<file path="src/rtl/drac_pkg.sv">
// Shared rename-stage types: physical register ids, free-list pointers and checkpoint ids.
// Default sizing for the free list lives here so its users agree on widths.
package drac_pkg;

    localparam int FL_NUM_PHYS_REGS = 64;
    localparam int FL_NUM_ISA_REGS  = 32;
    localparam int FL_NUM_CKPT      = 4;
    localparam int FL_DEPTH_DEF     = FL_NUM_PHYS_REGS - FL_NUM_ISA_REGS;
    localparam int FL_PHREG_W       = $clog2(FL_NUM_PHYS_REGS);
    localparam int FL_PTR_W         = $clog2(FL_DEPTH_DEF) + 1;
    localparam int FL_CKPT_W        = $clog2(FL_NUM_CKPT);

    typedef logic [FL_PHREG_W-1:0] phreg_t;
    typedef logic [FL_PTR_W-1:0]   fl_ptr_t;
    typedef logic [FL_CKPT_W-1:0]  fl_ckpt_t;

endpackage

</file>
<file path="src/rtl/fl_prefix_count.sv">
// Exclusive prefix popcount: offs_o[k] = set bits in vec_i[k-1:0], total_o = popcount(vec_i).
// Purely combinational.
module fl_prefix_count #(
    parameter int W  = 2,
    parameter int CW = $clog2(W + 1)
) (
    input  logic [W-1:0]         vec_i,
    output logic [W-1:0][CW-1:0] offs_o,
    output logic [CW-1:0]        total_o
);

    logic [CW-1:0] acc;

    always_comb begin
        acc    = '0;
        offs_o = '0;
        for (int k = 0; k < W; k++) begin
            offs_o[k] = acc;
            acc       = acc + CW'(vec_i[k]);
        end
        total_o = acc;
    end

endmodule

</file>
<file path="src/rtl/free_list_multiport.sv">
// N-wide physical register free list with a ring of head checkpoints for branch recovery.
// Allocation is combinational on the current head; all state updates on clk_i.
module free_list_multiport
    import drac_pkg::*;
#(
    parameter int  NUM_PHYS_REGS = FL_NUM_PHYS_REGS,
    parameter int  NUM_ISA_REGS  = FL_NUM_ISA_REGS,
    parameter int  ALLOC_W       = 2,
    parameter int  FREE_W        = 2,
    parameter int  NUM_CKPT      = FL_NUM_CKPT,
    localparam int PHREG_W       = $clog2(NUM_PHYS_REGS),
    localparam int CKPT_W        = $clog2(NUM_CKPT)
) (
    input  logic                       clk_i,
    input  logic                       rstn_i,
    input  logic [ALLOC_W-1:0]         alloc_req_i,
    output logic                       alloc_gnt_o,
    output logic [ALLOC_W*PHREG_W-1:0] new_reg_o,
    input  logic [FREE_W-1:0]          free_vld_i,
    input  logic [FREE_W*PHREG_W-1:0]  free_reg_i,
    input  logic                       take_ckpt_i,
    output logic                       ckpt_ok_o,
    output logic [CKPT_W-1:0]          ckpt_id_o,
    input  logic                       delete_ckpt_i,
    input  logic                       recover_i,
    input  logic [CKPT_W-1:0]          recover_id_i,
    input  logic                       flush_i,
    output logic [PHREG_W:0]           free_cnt_o,
    output logic                       empty_o,
    output logic                       out_of_ckpt_o
);

    localparam int FL_DEPTH = NUM_PHYS_REGS - NUM_ISA_REGS;
    localparam int IDX_W    = $clog2(FL_DEPTH);
    localparam int PTR_W    = IDX_W + 1;
    localparam int ACW      = $clog2(ALLOC_W + 1);
    localparam int FCW      = $clog2(FREE_W + 1);

    logic [PHREG_W-1:0] table_q [FL_DEPTH];
    logic [PHREG_W-1:0] table_d [FL_DEPTH];
    logic [PTR_W-1:0]   ckpt_head_q [NUM_CKPT];
    logic [PTR_W-1:0]   ckpt_head_d [NUM_CKPT];
    logic [PTR_W-1:0]   head_q, head_d, tail_q, tail_d;
    logic [CKPT_W-1:0]  cur_q, cur_d, oldest_q, oldest_d, live_q, live_d;

    logic [PTR_W-1:0]             free_cnt, occ_d;
    logic [ALLOC_W-1:0][ACW-1:0]  alloc_offs;
    logic [ACW-1:0]               alloc_n;
    logic [FREE_W-1:0]            free_ok;
    logic [FREE_W-1:0][FCW-1:0]   free_offs;
    logic [FCW-1:0]               free_n;
    logic [FREE_W-1:0][IDX_W-1:0] wr_idx;
    logic                         alloc_gnt, ckpt_ok, del_ok;

    fl_prefix_count #(.W(ALLOC_W)) u_alloc_pfx (
        .vec_i   (alloc_req_i),
        .offs_o  (alloc_offs),
        .total_o (alloc_n)
    );

    fl_prefix_count #(.W(FREE_W)) u_free_pfx (
        .vec_i   (free_ok),
        .offs_o  (free_offs),
        .total_o (free_n)
    );

    assign free_cnt  = tail_q - head_q;
    // Same-cycle frees are not bypassed into the grant decision.
    assign alloc_gnt = (alloc_n != '0) && (PTR_W'(alloc_n) <= free_cnt) && !recover_i && !flush_i;
    assign ckpt_ok   = take_ckpt_i && (live_q < CKPT_W'(NUM_CKPT - 1)) && !recover_i && !flush_i;
    assign del_ok    = delete_ckpt_i && (live_q != '0);

    for (genvar k = 0; k < ALLOC_W; k++) begin : g_alloc
        logic [IDX_W-1:0] rd_idx;
        assign rd_idx = head_q[IDX_W-1:0] + IDX_W'(alloc_offs[k]);
        assign new_reg_o[k*PHREG_W +: PHREG_W] =
            (alloc_gnt && alloc_req_i[k]) ? table_q[rd_idx] : '0;
    end

    // Register 0 is never handed out, so a free of 0 is dropped and the lane compacted away.
    for (genvar j = 0; j < FREE_W; j++) begin : g_free
        assign free_ok[j] = free_vld_i[j] && (free_reg_i[j*PHREG_W +: PHREG_W] != '0) && !flush_i;
        assign wr_idx[j]  = tail_q[IDX_W-1:0] + IDX_W'(free_offs[j]);
    end

    always_comb begin
        table_d = table_q;
        for (int j = 0; j < FREE_W; j++) begin
            if (free_ok[j]) table_d[wr_idx[j]] = free_reg_i[j*PHREG_W +: PHREG_W];
        end
    end

    always_comb begin
        head_d      = head_q;
        tail_d      = tail_q;
        cur_d       = cur_q;
        oldest_d    = oldest_q;
        live_d      = live_q;
        ckpt_head_d = ckpt_head_q;
        if (flush_i) begin
            head_d   = {~tail_q[PTR_W-1], tail_q[IDX_W-1:0]};
            cur_d    = '0;
            oldest_d = '0;
            live_d   = '0;
        end else begin
            tail_d = tail_q + PTR_W'(free_n);
            if (alloc_gnt) head_d = head_q + PTR_W'(alloc_n);
            if (del_ok) oldest_d = oldest_q + CKPT_W'(1);
            if (recover_i) begin
                head_d = ckpt_head_q[recover_id_i];
                cur_d  = recover_id_i;
                live_d = recover_id_i - oldest_d;
            end else begin
                live_d = live_q + CKPT_W'(ckpt_ok) - CKPT_W'(del_ok);
                if (ckpt_ok) begin
                    cur_d              = cur_q + CKPT_W'(1);
                    ckpt_head_d[cur_d] = head_d;
                end
            end
        end
    end

    always_ff @(posedge clk_i or negedge rstn_i) begin
        if (!rstn_i) begin
            for (int i = 0; i < FL_DEPTH; i++) table_q[i] <= PHREG_W'(NUM_ISA_REGS + i);
            for (int i = 0; i < NUM_CKPT; i++) ckpt_head_q[i] <= '0;
            head_q   <= '0;
            tail_q   <= {1'b1, {IDX_W{1'b0}}};
            cur_q    <= '0;
            oldest_q <= '0;
            live_q   <= '0;
        end else begin
            table_q     <= table_d;
            ckpt_head_q <= ckpt_head_d;
            head_q      <= head_d;
            tail_q      <= tail_d;
            cur_q       <= cur_d;
            oldest_q    <= oldest_d;
            live_q      <= live_d;
        end
    end

    assign alloc_gnt_o   = alloc_gnt;
    assign ckpt_ok_o     = ckpt_ok;
    assign ckpt_id_o     = cur_q + CKPT_W'(1);
    assign free_cnt_o    = (PHREG_W + 1)'(free_cnt);
    assign empty_o       = (free_cnt == '0);
    assign out_of_ckpt_o = (live_q == CKPT_W'(NUM_CKPT - 1));

    // More registers in flight than the list can hold means a double free upstream.
    assign occ_d = tail_d - head_d;
    a_no_overfill: assert property (@(posedge clk_i) disable iff (!rstn_i)
        occ_d <= PTR_W'(FL_DEPTH));

endmodule

</file>
<file path="config.mk">
export PLATFORM = sky130hd
export DESIGN_NAME = free_list_multiport
export DESIGN_NICKNAME = d
export VERILOG_FILES = /design/src/rtl/drac_pkg.sv /design/src/rtl/fl_prefix_count.sv /design/src/rtl/free_list_multiport.sv
export SDC_FILE = /design/constraint.sdc
export NUM_CORES = 1
export LEC_CHECK = 0
export BUFFER_PORTS_ARGS = -buffer_cell sky130_fd_sc_hd__buf_2
export CAP_MARGIN = 10
export CORE_MARGIN = 2
export CORE_UTILIZATION = 63
export DETAILED_ROUTE_END_ITERATION = 6
export PLACE_DENSITY_LB_ADDON = 0.05
export SYNTH_ARGS = -nofsm -noshare
export SYNTH_HDL_FRONTEND = slang
export SYNTH_SLANG_ARGS = --single-unit
</file>
<file path="constraint.sdc">
create_clock -name clk_i -period 4.7 [get_ports clk_i]
set_input_delay 1.175 -clock clk_i [delete_from_list [all_inputs] [get_ports clk_i]]
set_output_delay 1.175 -clock clk_i [all_outputs]
set_load 0.01 [all_outputs]
</file>
==> summary.md <==
| Metric | Value |
|---|---|
| Die Span X | 160 µm |
| H-tree level count | 1 |
| Total power | between 10 and 15 mW |
| Vias in the first global route | between 10000 and 15000 |
| Routability congestion estimate | 0.984 |
| Share of cells above drive strength 1 | 29.1% |
| Die area | 25500 µm² |
| P_leak | slightly above 7 nW |
| Std-Cell Core Area | roughly 24000 µm² |
| CTS tree | done |
| Number of diodes | 0 |
| Synthesized cell area | between 15000 and 20000 µm² |
| Drt drc | 0 |
| Synth Register Bits | about 230 |
| Initial Util | between 60% and 70% |
| Number of synthesis warnings | 0 |
| Hpwl dp | 32900 µm |
| Slew headroom | between 30% and 40% |
| Max Freq | around 220 MHz |
| TritonCTS Buffers | 26 |
| Final wirelength | 46800 µm |
| Final hold slack | 480 ps |
| Most used DFF post-synth | dfrtp_1 |
| Total track usage | around 38% |
| Drt via density | slightly below 7 |
| GRT busiest layer | met2 |
| Routed Antenna Nets | 0 |
| Status | finished clean |
| Initial DRC count | 1650 |
| Avg Inst Size Synth | 10.7 µm² |
| CP Launch Type | input pin |
| Nets | approximately 1500 |
| RSZ-0062 raised after global routing | false |
| Setup bufs post-CTS | 0 |
| Period Utilization, post-route | about 99% |
| Main combinational cell family by area after synthesis | multiplexers |
| Row count | 57 |
| Final hold violations | 0 |
| Worst Path Arrival | 3460 ps |
| Finished Layout Cells | roughly 1800 |
| Worst-Margin Slew | 963 ps |
| Wirelength per Cell | 26.2 µm |
| Worst-path clk slew | roughly 60 ps |
| Largest net degree at the start of global routing | slightly above 100 |
| Simple-gate portion of the synthesized area | between 10% and 20% |
| Gate count of the mapped netlist | 1432 |
| Mux cell area share after synthesis | 32.9% |
| EDFF count, synth | 0 |
| Worst skew pair latency | about 550 ps |
| Number of max-cap violations | 0 |
| IR drop worst, VDD | roughly 0.00043 V |
| Post-Synth XOR/XNOR Area | under 10% |
| Met2 usage | a little under three fifths |
| Met3 Usage GRT | under 10% |
| Vias | around 12000 |
| Max FO, Critical Path | 19 |
| Async set-reset flop share out of synthesis | 100% |
| Post-route setup TNS | 0 ps |
| Area Growth Syn to Fin | 10.1% |
| DIE HEIGHT | between 150 and 200 µm |
| Compound-gate portion of the synthesized area | a little over 9% |
| Root buffer cell | clkbuf_16 |
| Final Skew | 28.5 ps |
| Pwr Density | 661 nW/µm² |
| WS Path Type | in -> out |
| Io pins | 49 |
| Post-Synth Adder-Cell Area | between 2 and 2.5% |
| Initial antenna violation count | 0 |
| Placed cells | ~1700 |
| Fin util | between 60 and 70% |
| Global-route wire length before repair | 73300 µm |
| Setup-failing EPs final | 0 |
| 1st-pass router iterations | 6 |
| Clock Path Buffers | 3 |
| Data required, critical path | 3520 ps |
| Hold Path Class | reg -> reg |
| GR Util met1 | between 50% and 60% |
| Syn_nets | ~1500 |
| Remaining global-route overflow | 0 |
| Port buffer count | 47 |
| Max-slew violations | 0 |
| Tmin final | ~4600 ps |
| CTS resizes | 0 |
| Fill cells | roughly 1900 |
| Post-CTS Hold Fix Bufs | 0 |
| Register area share after synthesis | around two fifths |
| Netlist cell types | 66 |
| CP Capture Type | primary output |
| CTS sink count | 234 |
-- synth_stat cells, drive strengths merged (2+ instances only) --
| master | instances | area (µm²) |
|---|---|---|
| o2111ai | 2 | 23.8 |
| fa | 3 | 60.1 |
| a211oi | 2 | 15.0 |
| o41ai | 2 | 17.5 |
| nor3 | 11 | 76.3 |
| mux4 | 121 | 2730 |
| nor3b | 2 | 20.0 |
| clkbuf | 75 | 283 |
| nand2b | 3 | 18.8 |
| and2 | 6 | 37.5 |
| dfrtp | 121 | 3030 |
| a21o | 3 | 22.5 |
| dfstp | 113 | 2970 |
| or4 | 2 | 18.8 |
| xor2 | 4 | 35.0 |
| nand3 | 16 | 95.1 |
| mux2 | 9 | 101 |
| nand4 | 3 | 31.3 |
| a221oi | 2 | 17.5 |
| mux2i | 221 | 2210 |
| nor4 | 4 | 31.3 |
| nand2 | 161 | 627 |
| o21ai | 129 | 646 |
| or3 | 2 | 12.5 |
| xnor2 | 18 | 158 |
| o211ai | 3 | 22.5 |
| ha | 23 | 288 |
| and3 | 3 | 18.8 |
| inv | 31 | 116 |
| nor2 | 154 | 596 |
| nor2b | 7 | 43.8 |
| or2 | 4 | 25.0 |
| a21oi | 106 | 531 |
| a22oi | 2 | 15.0 |
| buf | 49 | 226 |
-- routing by layer --
metal	vias up	part of all wire, %
met5	-	0
li1	5187	-
met3	145	12
met4	0	4.7
met1	5932	40
met2	811	43
-- cell type report --
class | instances | area (µm²) | share of cell area, %
clock inverters | 7 | 116 | 0.691
repair buffers | 106 | 751 | 4.46
flip-flops and latches | 234 | 6000 | 35.6
well taps | 324 | 405 | 2.41
clock buffers | 41 | 758 | 4.50
inverters | 32 | 120 | 0.713
multi-input cells | 1042 | 8700 | 51.6
-- registers in the layout, summed over array words and instances, names as in the netlist --
| name | flops |
|---|---|
| ckpt_head_q | 24 |
| cur_q | 2 |
| head_q | 6 |
| live_q | 2 |
| oldest_q | 2 |
| table_q | 192 |
| tail_q | 6 |
-- final timing paths --
path | from | endpoint | slack [ps] | depth (start not counted)
setup / recovery | alloc_req_i[0] | new_reg_o[7] | 60 | 10
hold / removal | ckpt_head_q[12]$_DFFE_PN0P_ | ckpt_head_q[12]$_DFFE_PN0P_ | 480 | 2
setup reg to reg | head_q[0]$_DFF_PN0_ | ckpt_head_q[16]$_DFFE_PN0P_ | 1760 | 8
hold reg to reg | ckpt_head_q[12]$_DFFE_PN0P_ | ckpt_head_q[12]$_DFFE_PN0P_ | 480 | 2
max in group asynchronous | rstn_i | table_q[40]$_DFF_PN1_ | 2950 | 2
min in group asynchronous | rstn_i | ckpt_head_q[12]$_DFFE_PN0P_ | 690 | 1
-- cells in the final DEF, fill, tap and decap left out, drive strengths merged, types with 4 or more instances in the layout --
cell type | netlist | routed
nand3 | 16 | 16
mux4 | 121 | 121
and2 | 6 | 6
or2 | 4 | 4
nor3 | 11 | 11
dfstp | 113 | 113
xnor2 | 18 | 18
nand2 | 161 | 161
nor2b | 7 | 7
ha | 23 | 23
mux2i | 221 | 221
mux2 | 9 | 9
nor2 | 154 | 154
o21ai | 129 | 129
dfrtp | 121 | 121
xor2 | 4 | 4
a21oi | 106 | 106
clkbuf | 75 | 41
clkinv | 1 | 4
nor4 | 4 | 4
inv | 31 | 31
buf | 49 | 106
-- metrics by stage --
stage / setup WS [ps] / cell area, µm²
floorplan: 147 / 15300
global placement: 152 / 16000
detailed placement: 116 / 16000
CTS: 104 / 16800
global route: 7.66 / 16800
finish: 60.1 / 16800
-- cell families after synthesis --
logic type,count (synthesis)
compound gates,262
xor+xnor,22
fa+ha+maj,26
buf+inv,156
flops,234
mux,351
other cells,1
simple gates,380
-- critical path, cell delays in order --
cell and delay (ps):
buf_2 150, ha_4 170, ha_2 380, buf_12 180, buf_4 170, mux4_2 310, mux4_2 480, mux2i_1 160
nor2_1 100, buf_2 160
-- power breakdown --
group	switching [mW]	leakage, nW	internal, mW	total [mW]
registers	0.911	2.73	3.12	4.03
clock network	0.845	0.422	1.27	2.11
logic	2.48	3.95	2.52	4.99
Power figures use the tool's default switching activity.
